$ cat config.mk
export PLATFORM = sky130hd
export DESIGN_NAME = usb_rxphy
export DESIGN_NICKNAME = d
export VERILOG_FILES = /design/src/rtl/usb_pkg.sv /design/src/rtl/usb_rxsync.sv /design/src/rtl/usb_rxphy.sv
export SDC_FILE = /design/constraint.sdc
export NUM_CORES = 1
export LEC_CHECK = 0
export ABC_AREA = 1
export BUFFER_PORTS_ARGS = -buffer_cell sky130_fd_sc_hd__clkbuf_2
export CAP_MARGIN = 20
export CORE_MARGIN = 5
export CORE_UTILIZATION = 40
export CTS_BUF_LIST = sky130_fd_sc_hd__clkbuf_4 sky130_fd_sc_hd__clkbuf_8
export DETAILED_ROUTE_END_ITERATION = 12
export GPL_TIMING_DRIVEN = 0
export PLACE_DENSITY = 0.53
export SLEW_MARGIN = 20
export SYNTH_ARGS = -nofsm -noshare
export SYNTH_HDL_FRONTEND = slang
export SYNTH_HIERARCHICAL = 1
export SYNTH_SLANG_ARGS = --single-unit
export TNS_END_PERCENT = 50
$ cat constraint.sdc
create_clock -name clk -period 2.7 [get_ports clk]
set_clock_uncertainty 0.2 [all_clocks]
set_input_delay 0.135 -clock clk [delete_from_list [all_inputs] [get_ports clk]]
set_output_delay 0.135 -clock clk [all_outputs]
set_load 0.01 [all_outputs]
$ cat src/rtl/usb_pkg.sv
// Shared definitions for the USB full-speed receive path: FSM states,
// line-state codes, SYNC pattern and the default clocks-per-bit.
package usb_pkg;

    localparam int unsigned USB_SPB = 4;

    typedef enum logic [2:0] {
        ST_IDLE  = 3'd0,
        ST_SYNC  = 3'd1,
        ST_DATA  = 3'd2,
        ST_EOP   = 3'd3,
        ST_ABORT = 3'd4
    } rx_state_e;

    typedef enum logic [1:0] {
        LINE_SE0 = 2'd0,
        LINE_J   = 2'd1,
        LINE_K   = 2'd2
    } line_e;

    // Decoded SYNC bits in arrival order (bit 0 first): seven 0s then a 1.
    localparam logic [7:0] SYNC_PATTERN = 8'h80;

    // Idle-J value of the synchronized {dp, dn, dif} bundle.
    localparam logic [2:0] LINE_RST = 3'b101;

    function automatic line_e line_decode(input logic dp, input logic dn, input logic dif);
        line_e res;
        if (!dp && !dn) begin
            res = LINE_SE0;
        end else if (dif) begin
            res = LINE_J;
        end else begin
            res = LINE_K;
        end
        return res;
    endfunction

endpackage

$ cat src/rtl/usb_rxsync.sv
// Multi-flop synchronizer for a bundle of asynchronous line inputs,
// reset to a caller-supplied idle value.
module usb_rxsync
    import usb_pkg::*;
#(
    parameter int unsigned          WIDTH   = 3,
    parameter int unsigned          STAGES  = 2,
    parameter logic [WIDTH-1:0]     RST_VAL = LINE_RST
) (
    input  logic             clk,
    input  logic             rstn,
    input  logic [WIDTH-1:0] d_i,
    output logic [WIDTH-1:0] q_o
);

    logic [WIDTH-1:0] sync_q [STAGES];

    // Shift chain; stage 0 is the only flop that sees the asynchronous input.
    always_ff @(posedge clk) begin
        if (!rstn) begin
            for (int i = 0; i < int'(STAGES); i++) begin
                sync_q[i] <= RST_VAL;
            end
        end else begin
            sync_q[0] <= d_i;
            for (int i = 1; i < int'(STAGES); i++) begin
                sync_q[i] <= sync_q[i-1];
            end
        end
    end

    assign q_o = sync_q[STAGES-1];

endmodule

$ cat src/rtl/usb_rxphy.sv
// Full-speed USB receive PHY: line sync, mid-bit sampling, NRZI decode,
// SYNC/EOP framing and bit unstuffing. Macro USB_RXPHY_STUFFERR_EN enables stuff-error abort.
module usb_rxphy
    import usb_pkg::*;
#(
    parameter int unsigned SYNC_STAGES = 2,
    parameter int unsigned SPB         = USB_SPB
) (
    input  logic clk,
    input  logic rstn,
    input  logic rx_dp,
    input  logic rx_dn,
    input  logic rx_dif,
    output logic rx_active,
    output logic bit_strb,
    output logic bit_val,
    output logic eop_strb,
    output logic stuff_err
);

    localparam int unsigned     PH_W    = $clog2(SPB);
    localparam logic [PH_W-1:0] PH_LAST = PH_W'(SPB - 1);
    localparam logic [PH_W-1:0] PH_MID  = PH_W'(SPB / 2);

    logic [2:0]      line_sync_s;
    line_e           line_s;
    line_e           line_prev_q;
    line_e           lvl_q, lvl_d;
    rx_state_e       state_q, state_d;
    logic [PH_W-1:0] phase_q, phase_s, phase_d;
    logic [2:0]      cnt_q, cnt_d;
    logic [2:0]      ones_q, ones_d;
    logic            jk_edge_s, smp_s, se0_smp_s, jk_smp_s, dec_s;
    logic            rx_active_q, rx_active_d;
    logic            bit_strb_q, bit_strb_d;
    logic            bit_val_q, bit_val_d;
    logic            eop_strb_q, eop_strb_d;
`ifdef USB_RXPHY_STUFFERR_EN
    logic            stuff_err_q, stuff_err_d;
`endif

    usb_rxsync #(
        .WIDTH   (3),
        .STAGES  (SYNC_STAGES),
        .RST_VAL (LINE_RST)
    ) u_sync (
        .clk  (clk),
        .rstn (rstn),
        .d_i  ({rx_dp, rx_dn, rx_dif}),
        .q_o  (line_sync_s)
    );

    assign line_s = line_decode(line_sync_s[2], line_sync_s[1], line_sync_s[0]);

    // Bit-phase tracking: a J<->K edge restarts the bit, sample at mid-bit.
    always_comb begin
        jk_edge_s = ((line_s == LINE_J) && (line_prev_q == LINE_K)) ||
                    ((line_s == LINE_K) && (line_prev_q == LINE_J));
        if (jk_edge_s) begin
            phase_s = '0;
        end else begin
            phase_s = phase_q;
        end
        if (phase_s == PH_LAST) begin
            phase_d = '0;
        end else begin
            phase_d = phase_s + PH_W'(1);
        end
        smp_s     = (phase_s == PH_MID);
        se0_smp_s = smp_s && (line_s == LINE_SE0);
        jk_smp_s  = smp_s && (line_s != LINE_SE0);
        dec_s     = (line_s == lvl_q);
    end

    // State register.
    always_ff @(posedge clk) begin
        if (!rstn) begin
            state_q <= ST_IDLE;
        end else begin
            state_q <= state_d;
        end
    end

    // Next state plus SYNC/SE0/ones counters and the NRZI reference level.
    always_comb begin
        state_d = state_q;
        cnt_d   = cnt_q;
        ones_d  = ones_q;
        if (jk_smp_s) begin
            lvl_d = line_s;
        end else begin
            lvl_d = lvl_q;
        end
        case (state_q)
            ST_IDLE: begin
                cnt_d  = 3'd0;
                ones_d = 3'd0;
                if (jk_smp_s && (line_s == LINE_K)) begin
                    state_d = ST_SYNC;
                    cnt_d   = 3'd1;
                end else begin
                    state_d = ST_IDLE;
                end
            end
            ST_SYNC: begin
                if (se0_smp_s) begin
                    state_d = ST_IDLE;
                end else if (jk_smp_s) begin
                    if (dec_s != SYNC_PATTERN[cnt_q]) begin
                        state_d = ST_IDLE;
                    end else if (cnt_q == 3'd7) begin
                        state_d = ST_DATA;
                        ones_d  = 3'd0;
                    end else begin
                        cnt_d = cnt_q + 3'd1;
                    end
                end else begin
                    state_d = ST_SYNC;
                end
            end
            ST_DATA: begin
                if (se0_smp_s) begin
                    state_d = ST_EOP;
                    cnt_d   = 3'd1;
                    ones_d  = 3'd0;
                end else if (jk_smp_s) begin
                    if (!dec_s) begin
                        ones_d = 3'd0;
                    end else if (ones_q == 3'd6) begin
`ifdef USB_RXPHY_STUFFERR_EN
                        state_d = ST_ABORT;
                        cnt_d   = 3'd0;
`else
                        ones_d  = 3'd6;
`endif
                    end else begin
                        ones_d = ones_q + 3'd1;
                    end
                end else begin
                    state_d = ST_DATA;
                end
            end
            ST_EOP: begin
                if (se0_smp_s) begin
                    if (cnt_q == 3'd2) begin
                        state_d = ST_ABORT;
                        cnt_d   = 3'd0;
                    end else begin
                        cnt_d = cnt_q + 3'd1;
                    end
                end else if (jk_smp_s) begin
                    if (line_s == LINE_J) begin
                        state_d = ST_IDLE;
                    end else begin
                        state_d = ST_ABORT;
                        cnt_d   = 3'd0;
                    end
                end else begin
                    state_d = ST_EOP;
                end
            end
            ST_ABORT: begin
                // cnt_q==1 marks "SE0 seen"; only SE0 followed by J releases.
                if (se0_smp_s) begin
                    cnt_d = 3'd1;
                end else if (jk_smp_s) begin
                    if ((line_s == LINE_J) && (cnt_q == 3'd1)) begin
                        state_d = ST_IDLE;
                    end else begin
                        cnt_d = 3'd0;
                    end
                end else begin
                    state_d = ST_ABORT;
                end
            end
            default: begin
                state_d = ST_IDLE;
                cnt_d   = 3'd0;
                ones_d  = 3'd0;
            end
        endcase
        if (state_d == ST_IDLE) begin
            lvl_d = LINE_J;
        end else begin
            lvl_d = lvl_d;
        end
    end

    // Output decode from the current state and this cycle's sample.
    always_comb begin
        bit_strb_d = 1'b0;
        bit_val_d  = 1'b0;
        eop_strb_d = 1'b0;
`ifdef USB_RXPHY_STUFFERR_EN
        stuff_err_d = 1'b0;
`endif
        rx_active_d = (state_d == ST_DATA) || (state_d == ST_EOP);
        if ((state_q == ST_DATA) && jk_smp_s) begin
            if (!dec_s) begin
                bit_strb_d = (ones_q != 3'd6);
                bit_val_d  = 1'b0;
            end else if (ones_q == 3'd6) begin
`ifdef USB_RXPHY_STUFFERR_EN
                stuff_err_d = 1'b1;
`else
                bit_strb_d  = 1'b1;
                bit_val_d   = 1'b1;
`endif
            end else begin
                bit_strb_d = 1'b1;
                bit_val_d  = 1'b1;
            end
        end else if ((state_q == ST_EOP) && jk_smp_s && (line_s == LINE_J)) begin
            eop_strb_d = 1'b1;
        end else begin
            eop_strb_d = 1'b0;
        end
    end

    // Datapath and registered outputs.
    always_ff @(posedge clk) begin
        if (!rstn) begin
            line_prev_q <= LINE_J;
            lvl_q       <= LINE_J;
            phase_q     <= '0;
            cnt_q       <= 3'd0;
            ones_q      <= 3'd0;
            rx_active_q <= 1'b0;
            bit_strb_q  <= 1'b0;
            bit_val_q   <= 1'b0;
            eop_strb_q  <= 1'b0;
        end else begin
            line_prev_q <= line_s;
            lvl_q       <= lvl_d;
            phase_q     <= phase_d;
            cnt_q       <= cnt_d;
            ones_q      <= ones_d;
            rx_active_q <= rx_active_d;
            bit_strb_q  <= bit_strb_d;
            bit_val_q   <= bit_val_d;
            eop_strb_q  <= eop_strb_d;
        end
    end

`ifdef USB_RXPHY_STUFFERR_EN
    // Stuff-error pulse register.
    always_ff @(posedge clk) begin
        if (!rstn) begin
            stuff_err_q <= 1'b0;
        end else begin
            stuff_err_q <= stuff_err_d;
        end
    end
    assign stuff_err = stuff_err_q;
`else
    assign stuff_err = 1'b0;
`endif

    assign rx_active = rx_active_q;
    assign bit_strb  = bit_strb_q;
    assign bit_val   = bit_val_q;
    assign eop_strb  = eop_strb_q;

endmodule

==> flow_results.xml, run 1 <==
<?xml version="1.0" encoding="UTF-8"?>
<metrics>
  <group name="cts">
    <metric name="cts_max_level" unit="">1</metric>
    <metric name="clkSlewWorstSetupHoldPaths" unit="ns">0.16</metric>
    <metric name="cts-root-buf" unit="">sky130_fd_sc_hd__clkbuf_4</metric>
    <metric name="tritoncts.num_buffers" unit="">3</metric>
    <metric name="clock_path_buffers" unit="">2</metric>
    <metric name="cts_tree" unit="">done</metric>
    <metric name="clock_insertion_delay_worst_skew" unit="ns">0.34</metric>
    <metric name="clock_sink_count" unit="">26</metric>
  </group>
  <group name="run">
    <metric name="maxCapViolCount" unit="">0</metric>
  </group>
  <group name="floorplan">
    <metric name="fp.coreArea" unit="um2">3420</metric>
    <metric name="die_area" unit="um2">4920</metric>
    <metric name="ios" unit="">10</metric>
    <metric name="die-width" unit="um">70.2</metric>
    <metric name="die_height" unit="um">70.2</metric>
    <metric name="core.rowCount" unit="">21</metric>
    <metric name="start_util" unit="%">42.4</metric>
  </group>
  <group name="logic_synthesis">
    <metric name="share_of_synthesized_area_spent_on_multiplexers" unit="%">0</metric>
    <metric name="synth_compound_gate_area_share" unit="%">8.64</metric>
    <metric name="avgSynthCellArea" unit="um2">6.73</metric>
    <metric name="yosys.area_share.xor_xnor" unit="%">0.605</metric>
    <metric name="yosysUniqueCellTypes" unit="">28</metric>
    <metric name="synth-seq-cells" unit="">26</metric>
    <metric name="yosysWarnings" unit="">6</metric>
    <metric name="synth-seq-area-share" unit="%">36.0</metric>
    <metric name="dominant_combinational_cell_family_by_area_after_synthesis" unit="">simple AND/OR/NAND/NOR gates</metric>
    <metric name="mappedNetlistNets" unit="">227</metric>
    <metric name="synth-adder-area-share" unit="%">6.05</metric>
    <metric name="yosys.area_share.simple" unit="%">35.4</metric>
    <metric name="synthesized_netlist_cell_count" unit="">215</metric>
    <metric name="synth_cell_area" unit="um2">1450</metric>
  </group>
  <group name="timing">
    <metric name="fin_setup_tns" unit="ns">0</metric>
    <metric name="final.period_utilization" unit="%">89.2</metric>
    <metric name="finalHoldViolCount" unit="">0</metric>
    <metric name="whs" unit="ns">0.217</metric>
    <metric name="setup_viol" unit="">0</metric>
    <metric name="layout_setup_ws" unit="ns">0.292</metric>
    <metric name="fmaxAchievable" unit="MHz">415</metric>
    <metric name="rsz0062_at_grt" unit="">no</metric>
    <metric name="shortest_clock_period_the_worst_path_allows_after_layout" unit="ns">2.41</metric>
    <metric name="slew_violations" unit="">0</metric>
  </group>
  <group name="place">
    <metric name="post-dp-hpwl" unit="um">2430</metric>
    <metric name="place_ws" unit="ns">0.170</metric>
    <metric name="total_of_buffers_placed_on_input_and_output_ports" unit="">8</metric>
    <metric name="dpl_cell_area" unit="um2">1550</metric>
    <metric name="place_inst" unit="">269</metric>
    <metric name="routabilityCongestion" unit="">0.847</metric>
  </group>
  <group name="route">
    <metric name="routed-via-count" unit="">1327</metric>
    <metric name="detail-route-antenna-nets" unit="">0</metric>
    <metric name="detail_route.first_pass.iterations" unit="">5</metric>
    <metric name="drc_errors" unit="">0</metric>
    <metric name="dr.first_iter.drc_count" unit="">61</metric>
    <metric name="post_drt_via_cell_ratio" unit="">4.74</metric>
    <metric name="routed_wire_length_per_instance" unit="um">11.4</metric>
    <metric name="finalWirelength" unit="um">3190</metric>
  </group>
  <group name="hold_path">
    <metric name="whs_path_depth" unit="">2</metric>
    <metric name="min-delay-path-class" unit="">register to register</metric>
    <metric name="terminating_pin_of_the_worst_hold_path" unit="">u_sync/sync_q[0][4]</metric>
    <metric name="worst_hold_startpoint" unit="">u_sync/sync_q[0][1]</metric>
  </group>
  <group name="critical_path">
    <metric name="path_cells" unit="">buf_4, inv_2, nand2_4, nand3_2, nand2_1, nor2_2, ha_2, inv_1, nor2_2, nand3_1, nand2_1, a21oi_1, a21oi_1, nand3_1, nand2_1, nand3_1, nor2_1</metric>
    <metric name="crit_family" unit="">simple AND/OR/NAND/NOR gates</metric>
    <metric name="worstSetupStartpointType" unit="">register</metric>
    <metric name="r2r_setup_slk" unit="ns">0.29</metric>
    <metric name="arrival_time_of_data_at_the_critical_path_endpoint" unit="ns">2.50</metric>
    <metric name="critical_path_buf_inv_count" unit="">3</metric>
    <metric name="worst_r2r_startpoint" unit="">u_sync/sync_q[0][5]</metric>
    <metric name="critPathKind" unit="">register to register</metric>
    <metric name="worstRegToRegCells" unit="">17</metric>
    <metric name="worstSetupEndpointType" unit="">register</metric>
    <metric name="crit_path_top_delay_cell" unit="">sky130_fd_sc_hd__dfxtp_1</metric>
    <metric name="critical_path_peak_fanout" unit="">6</metric>
    <metric name="required" unit="ns">2.79</metric>
    <metric name="critPathMaxStageDelay" unit="ns">0.32</metric>
  </group>
  <group name="finish">
    <metric name="diodes" unit="">0</metric>
    <metric name="area.growth.synth_to_final" unit="%">14.6</metric>
    <metric name="design_area" unit="um2">1660</metric>
    <metric name="fill_cells" unit="">350</metric>
    <metric name="final_cell_mix" unit="">sky130_fd_sc_hd__nand2_1 (50), sky130_fd_sc_hd__inv_1 (36), sky130_fd_sc_hd__dfxtp_1 (26), sky130_fd_sc_hd__nor2_1 (22), sky130_fd_sc_hd__nand3_1 (16)</metric>
    <metric name="layout-drive-gt1-share" unit="%">16.2</metric>
    <metric name="final_nets" unit="">247</metric>
    <metric name="final-instance-count-excl-fill" unit="">280</metric>
    <metric name="layout_commonest_cell" unit="">sky130_fd_sc_hd__nand2_1</metric>
    <metric name="final_core_utilization" unit="%">48.6</metric>
  </group>
  <group name="global_routing">
    <metric name="grt_util_met3" unit="%">3.87</metric>
    <metric name="grt_start_max_net_pins" unit="">15</metric>
    <metric name="gr_met2_demand_resource" unit="%">22.9</metric>
    <metric name="via_count_of_the_first_global_routing_pass" unit="">1292</metric>
    <metric name="grt_util_all_layers" unit="%">14.1</metric>
    <metric name="grt_antenna_before_repair" unit="">0</metric>
    <metric name="grt-ovfl-total" unit="">0</metric>
    <metric name="grt_pass1_wl" unit="um">5730</metric>
    <metric name="grt_use_met1" unit="%">18.5</metric>
    <metric name="top_usage_layer" unit="">met2</metric>
  </group>
  <group name="power">
    <metric name="pwr_density_cell" unit="nW/um2">413</metric>
    <metric name="fin_total_pwr" unit="mW">0.684</metric>
    <metric name="leakage_power" unit="nW">0.903</metric>
    <metric name="worst_case_vdd_ir_drop" unit="uV">268</metric>
  </group>
  <group name="outcome">
    <metric name="run_status" unit="">completed</metric>
  </group>
</metrics>
==> worst max path at each step <==
stage	startpoint	cells past startpoint	slack (ns)	to
2_1_floorplan	u_sync/sync_q[0][5]	17	0.52	register
3_3_place_gp	u_sync/sync_q[0][5]	17	0.16	register
3_5_place_dp	u_sync/sync_q[0][5]	17	0.17	register
4_1_cts	u_sync/sync_q[0][5]	17	0.13	register
5_1_grt	u_sync/sync_q[0][5]	17	0.01	register
6_report	u_sync/sync_q[0][5]	17	0.29	register
==> tightest hold or removal path, stage by stage, from the launching register on <==
cell and delay, ns:
sky130_fd_sc_hd__dfxtp_1 0.32, sky130_fd_sc_hd__nand2_1 0.04, sky130_fd_sc_hd__inv_1 0.03
==> per-layer routing <==
layer	up-vias	share of wire, %	wire length, um
li1	702	-	-
met1	584	47	1520
met2	35	45	1450
met3	6	5.8	186
met4	0	1.3	41
met5	-	0	0
==> area by class of cell <==
| type | count | area, um2 | area share, % |
|---|---|---|---|
| sequential | 26 | 520 | 31.4 |
| tap | 46 | 57.6 | 3.47 |
| buffer | 6 | 40.0 | 2.41 |
| multi-input combinational | 143 | 744 | 44.9 |
| clock buffer | 4 | 36.3 | 2.19 |
| timing repair buffer | 15 | 110 | 6.64 |
| inverter | 40 | 150 | 9.05 |
==> sequential cells by signal, summed over array words and instances (netlist names), named ones only <==
| signal | count |
|---|---|
| bit_strb | 1 |
| line_prev_q | 2 |
| phase_q | 2 |
| bit_val | 1 |
| u_sync/sync_q | 6 |
| rx_active | 1 |
| ones_q | 3 |
| state_q | 3 |
| cnt_q | 3 |
| eop_strb | 1 |
| lvl_q | 2 |
==> what timing repair did <==
action,CTS,global route
hold endpoints to repair,7,0
hold buffers,7,0
gates resized for setup,0,3
setup endpoints to repair,0,3
setup buffers,0,0
==> cell families (layout without fill, tap and decap cells) <==
family                   after synthesis  in the layout
AO/OA/AOI/OAI                         23             23
adder cells (fa/ha/maj)                7              7
AND/OR/NAND/NOR                      111            111
flip-flops                            26             26
other                                  1              1
buffers and inverters                 46             65
XOR/XNOR                               1              1
==> where the power goes <==
part	total, mW	switching, mW	leakage (nW)	internal [mW]
Combinational	0.0814	0.0494	0.670	0.0320
Clock	0.205	0.123	0.0210	0.0826
Sequential	0.398	0.00448	0.212	0.393
Total	0.684	0.177	0.903	0.508
==> synth_stat cells <==
library cell               number  area, um2
sky130_fd_sc_hd__inv_2          4       15.0
sky130_fd_sc_hd__clkbuf_2       1       5.00
sky130_fd_sc_hd__nand4_1        3       18.8
sky130_fd_sc_hd__inv_1         36        135
sky130_fd_sc_hd__a211oi_1       1       7.51
sky130_fd_sc_hd__nor2_2         3       18.8
sky130_fd_sc_hd__conb_1         1       3.75
sky130_fd_sc_hd__nor3_1         1       5.00
sky130_fd_sc_hd__a21boi_1       2       15.0
sky130_fd_sc_hd__nand3_2        3       30.0
sky130_fd_sc_hd__buf_2          1       5.00
sky130_fd_sc_hd__ha_1           7       87.6
sky130_fd_sc_hd__nand2_2        5       31.3
sky130_fd_sc_hd__o21ai_0        9       45.0
sky130_fd_sc_hd__dfxtp_1       26        521
sky130_fd_sc_hd__nor4_1         2       12.5
sky130_fd_sc_hd__xor2_1         1       8.76
sky130_fd_sc_hd__nand2_4        1       11.3
sky130_fd_sc_hd__nor2_1        24       90.1
sky130_fd_sc_hd__a21oi_1        8       40.0
sky130_fd_sc_hd__nand4_2        1       12.5
sky130_fd_sc_hd__and3_1         1       6.26
sky130_fd_sc_hd__o21ai_1        2       10.0
sky130_fd_sc_hd__nand3b_1       1       7.51
sky130_fd_sc_hd__nand2_1       50        188
sky130_fd_sc_hd__o31ai_1        1       7.51
sky130_fd_sc_hd__nand3_1       16       80.1
sky130_fd_sc_hd__buf_4          4       30.0
No activity file was read; power rests on OpenSTA's default activity.
==> run 2: changes to the inputs <==
- ABC_AREA: 1 -> not set
==> run 2 against run 1 <==
Final cell count down 12%. Synthesized area is 2.0% higher. Via count fell by 2.4%. Synthesized cell count down 18%. Global-route usage down 0.76 points. Combinational power up 76%. Die area is 1.7% higher. Largest cell class unchanged. Design area increased by 5.8%. Flip-flop and latch count stayed put. Register-to-register slack worse by 0.16 ns. Sequential share of layout area down 1.7 points. Clock power grew 6%.
==> flow_results.xml, run 2 <==
<?xml version="1.0" encoding="UTF-8"?>
<metrics>
  <group name="outcome">
    <metric name="run_status" unit="">completed</metric>
  </group>
  <group name="power">
    <metric name="fin_total_pwr" unit="mW">0.765</metric>
    <metric name="pwr_density_cell" unit="nW/um2">436</metric>
    <metric name="leakage_power" unit="nW">0.661</metric>
    <metric name="worst_case_vdd_ir_drop" unit="uV">181</metric>
  </group>
  <group name="logic_synthesis">
    <metric name="most_frequent_cells_after_synthesis" unit="">sky130_fd_sc_hd__dfxtp_1 (26), sky130_fd_sc_hd__nor2_1 (20), sky130_fd_sc_hd__nand2_1 (18)</metric>
    <metric name="synth_cell_area" unit="um2">1480</metric>
    <metric name="yosysUniqueCellTypes" unit="">42</metric>
    <metric name="dominantRegCellSynth" unit="">sky130_fd_sc_hd__dfxtp_1</metric>
    <metric name="synth-edff-count" unit="">0</metric>
    <metric name="yosysWarnings" unit="">6</metric>
    <metric name="share_of_flip_flops_with_an_asynchronous_set_or_reset" unit="%">0</metric>
    <metric name="synth-seq-area-share" unit="%">35.3</metric>
    <metric name="mappedNetlistNets" unit="">188</metric>
    <metric name="synthesized_netlist_cell_count" unit="">176</metric>
    <metric name="avgSynthCellArea" unit="um2">8.39</metric>
    <metric name="yosys.cell_count.top_type" unit="">sky130_fd_sc_hd__dfxtp_1</metric>
    <metric name="synthDominantAreaCellType" unit="">sky130_fd_sc_hd__dfxtp_1</metric>
    <metric name="synthTopCellsByArea" unit="">sky130_fd_sc_hd__dfxtp_1 (35%), sky130_fd_sc_hd__ha_1 (5.9%), sky130_fd_sc_hd__nor2_1 (5.1%), sky130_fd_sc_hd__mux2i_1 (4.7%), sky130_fd_sc_hd__nand2b_1 (4.7%)</metric>
    <metric name="synth-seq-cells" unit="">26</metric>
    <metric name="synth_top_cell_area_share" unit="%">35.3</metric>
  </group>
  <group name="finish">
    <metric name="final_cell_mix" unit="">sky130_fd_sc_hd__dfxtp_1 (26), sky130_fd_sc_hd__nor2_1 (20), sky130_fd_sc_hd__nand2_1 (17), sky130_fd_sc_hd__nand2b_1 (11)</metric>
    <metric name="final_nets" unit="">213</metric>
    <metric name="layout-drive-gt1-share" unit="%">19.1</metric>
    <metric name="top_register" unit="">u_sync/sync_q</metric>
    <metric name="fill_cells" unit="">366</metric>
    <metric name="layout_commonest_cell" unit="">sky130_fd_sc_hd__dfxtp_1</metric>
    <metric name="total_area_of_multi_input_combinational_cells" unit="um2">885</metric>
    <metric name="largest_register_ff_count" unit="">6</metric>
    <metric name="final_core_utilization" unit="%">48.7</metric>
    <metric name="regArea" unit="um2">520</metric>
    <metric name="design_area" unit="um2">1760</metric>
    <metric name="diodes" unit="">0</metric>
    <metric name="area.growth.synth_to_final" unit="%">18.9</metric>
  </group>
  <group name="critical_path">
    <metric name="critPathLaunch" unit="">u_sync/sync_q[0][3]</metric>
    <metric name="reg2reg_to" unit="">ones_q[1]</metric>
    <metric name="worstRegToRegCells" unit="">13</metric>
    <metric name="crit_path_top_delay_cell" unit="">sky130_fd_sc_hd__a221o_1</metric>
    <metric name="worstSetupStartpointType" unit="">register</metric>
    <metric name="r2r_setup_slk" unit="ns">0.14</metric>
    <metric name="worstSetupEndpointType" unit="">register</metric>
    <metric name="arrival_time_of_data_at_the_critical_path_endpoint" unit="ns">2.56</metric>
    <metric name="crit_family" unit="">compound AO/OA/AOI/OAI gates</metric>
    <metric name="critPathKind" unit="">register to register</metric>
    <metric name="worst_r2r_startpoint" unit="">u_sync/sync_q[0][3]</metric>
    <metric name="critical_path_buf_inv_count" unit="">4</metric>
    <metric name="path_cells" unit="">buf_4, buf_4, nor3b_4, a21oi_1, nor2_1, inv_2, nand2_2, ha_4, inv_1, a221o_1, a21oi_2, o21a_4, mux2i_1</metric>
    <metric name="critical_path_peak_fanout" unit="">10</metric>
    <metric name="timing.critical_path.mode_cell" unit="">sky130_fd_sc_hd__buf_4</metric>
    <metric name="critPathMaxStageDelay" unit="ns">0.33</metric>
    <metric name="required" unit="ns">2.70</metric>
  </group>
  <group name="global_routing">
    <metric name="grt-ovfl-total" unit="">0</metric>
    <metric name="grt_use_met1" unit="%">18.1</metric>
    <metric name="grt_antenna_before_repair" unit="">0</metric>
    <metric name="gr_met2_demand_resource" unit="%">21.4</metric>
    <metric name="grt_util_all_layers" unit="%">13.3</metric>
    <metric name="grt_pass1_wl" unit="um">5480</metric>
    <metric name="top_usage_layer" unit="">met2</metric>
    <metric name="grt_start_max_net_pins" unit="">14</metric>
    <metric name="grt_util_met3" unit="%">2.27</metric>
    <metric name="via_count_of_the_first_global_routing_pass" unit="">1188</metric>
  </group>
  <group name="floorplan">
    <metric name="start_util" unit="%">40.9</metric>
    <metric name="die_area" unit="um2">5010</metric>
    <metric name="die_height" unit="um">70.8</metric>
    <metric name="core.rowCount" unit="">22</metric>
    <metric name="ios" unit="">10</metric>
    <metric name="fp.coreArea" unit="um2">3610</metric>
    <metric name="die-width" unit="um">70.8</metric>
  </group>
  <group name="cts">
    <metric name="cts-root-buf" unit="">sky130_fd_sc_hd__clkbuf_8</metric>
    <metric name="clock_sink_count" unit="">26</metric>
    <metric name="clock_insertion_delay_worst_skew" unit="ns">0.27</metric>
    <metric name="cts_tree" unit="">done</metric>
    <metric name="tritoncts.num_buffers" unit="">3</metric>
    <metric name="cts_max_level" unit="">1</metric>
    <metric name="clock_path_buffers" unit="">2</metric>
    <metric name="clkSlewWorstSetupHoldPaths" unit="ns">0.09</metric>
  </group>
  <group name="timing">
    <metric name="fmaxAchievable" unit="MHz">390</metric>
    <metric name="whs" unit="ns">0.211</metric>
    <metric name="slew_violations" unit="">0</metric>
    <metric name="shortest_clock_period_the_worst_path_allows_after_layout" unit="ns">2.56</metric>
    <metric name="setup_viol" unit="">0</metric>
    <metric name="fin_setup_tns" unit="ns">0</metric>
    <metric name="finalHoldViolCount" unit="">0</metric>
    <metric name="final.period_utilization" unit="%">95.0</metric>
    <metric name="max_slew_margin" unit="%">62.8</metric>
    <metric name="tightest_slew" unit="ns">0.552</metric>
  </group>
  <group name="hold_path">
    <metric name="worst_hold_startpoint" unit="">u_sync/sync_q[0][0]</metric>
    <metric name="min-delay-path-class" unit="">register to register</metric>
    <metric name="whs_path_depth" unit="">1</metric>
    <metric name="terminating_pin_of_the_worst_hold_path" unit="">u_sync/sync_q[0][3]</metric>
  </group>
  <group name="place">
    <metric name="routabilityCongestion" unit="">0.861</metric>
    <metric name="post-dp-hpwl" unit="um">2410</metric>
    <metric name="dpl_cell_area" unit="um2">1580</metric>
    <metric name="total_of_buffers_placed_on_input_and_output_ports" unit="">8</metric>
  </group>
  <group name="route">
    <metric name="routed-via-count" unit="">1295</metric>
    <metric name="drc_errors" unit="">0</metric>
    <metric name="dr.first_iter.drc_count" unit="">55</metric>
    <metric name="detail-route-antenna-nets" unit="">0</metric>
    <metric name="detail_route.first_pass.iterations" unit="">4</metric>
    <metric name="post_drt_via_cell_ratio" unit="">5.24</metric>
    <metric name="routed_wire_length_per_instance" unit="um">13.1</metric>
    <metric name="finalWirelength" unit="um">3240</metric>
  </group>
  <group name="run">
    <metric name="maxCapViolCount" unit="">0</metric>
  </group>
</metrics>
[run 2: cells by family (layout without fill, tap and decap cells)]
family                     count (synthesis)  in the layout  synth area share (%)
muxes                                      8              8                  5.68
buffers and inverters                     20             43                  6.86
AOI/OAI and AO/OA                         36             36                  17.3
adders and majority gates                  7              7                  5.93
DFF                                       26             26                  35.3
xor gates and xnor gates                   1              1                  1.10
other                                      1              1                 0.254
and+or+nand+nor                           77             77                  27.6
[run 2: final cells by class]
| cell class | count | area share (%) |
|---|---|---|
| Buffer | 11 | 3.85 |
| Clock buffer | 3 | 2.35 |
| Timing Repair Buffer | 20 | 8.41 |
| Multi-Input combinational cell | 130 | 50.4 |
| Inverter | 9 | 1.92 |
| Tap cell | 48 | 3.42 |
| Sequential cell | 26 | 29.7 |
[run 2: per-layer routing]
layer | wire length [um] | up-vias | share of wire (%)
met2 | 1540 | 26 | 48
met4 | 76 | 0 | 2.3
met1 | 1490 | 610 | 46
li1 | - | 651 | -
met3 | 133 | 8 | 4.1
met5 | 0 | - | 0
[run 2: per-stage QoR]
stage | setup WS, ns | instances
after global routing | -0.000770 | 247
after CTS | 0.00591 | 242
after detailed placement | -0.227 | 232
final | 0.136 | 247
after global placement | -0.229 | 232
after floorplan | 0.0911 | 176
[run 2: how the worst max path moves through the flow]
stage                endpoint  slack, ns  cells after the start
floorplan           ones_q[2]       0.09                     13
global placement    ones_q[2]      -0.23                     13
detailed placement  ones_q[1]      -0.23                     13
CTS                  cnt_q[0]      0.006                     13
global route        ones_q[1]    -0.0008                     13
finish              ones_q[1]       0.14                     13
[run 2: worst reg2reg max path: stages (launching register included)]
cell                      delay, ns
sky130_fd_sc_hd__dfxtp_1       0.30
sky130_fd_sc_hd__buf_4         0.13
sky130_fd_sc_hd__buf_4         0.17
sky130_fd_sc_hd__nor3b_4       0.20
sky130_fd_sc_hd__a21oi_1       0.06
sky130_fd_sc_hd__nor2_1        0.20
sky130_fd_sc_hd__inv_2         0.08
sky130_fd_sc_hd__nand2_2       0.09
sky130_fd_sc_hd__ha_4          0.16
sky130_fd_sc_hd__inv_1         0.06
sky130_fd_sc_hd__a221o_1       0.33
sky130_fd_sc_hd__a21oi_2       0.17
sky130_fd_sc_hd__o21a_4        0.17
sky130_fd_sc_hd__mux2i_1       0.18
[run 2: power by group]
group | internal [mW] | switching (mW) | leakage [nW]
Sequential | 0.395 | 0.00878 | 0.212
Clock | 0.0999 | 0.118 | 0.0216
Combinational | 0.0660 | 0.0774 | 0.427
Total | 0.560 | 0.205 | 0.661
[run 2: timing repair]
| item | CTS | global route |
|---|---|---|
| endpoints found under the hold margin | 6 | 0 |
| setup buffers | 0 | 5 |
| resized for setup | 5 | 2 |
| pin swaps | 0 | 5 |
| setup endpoints to repair | 7 | 7 |
| hold buffers | 7 | 0 |
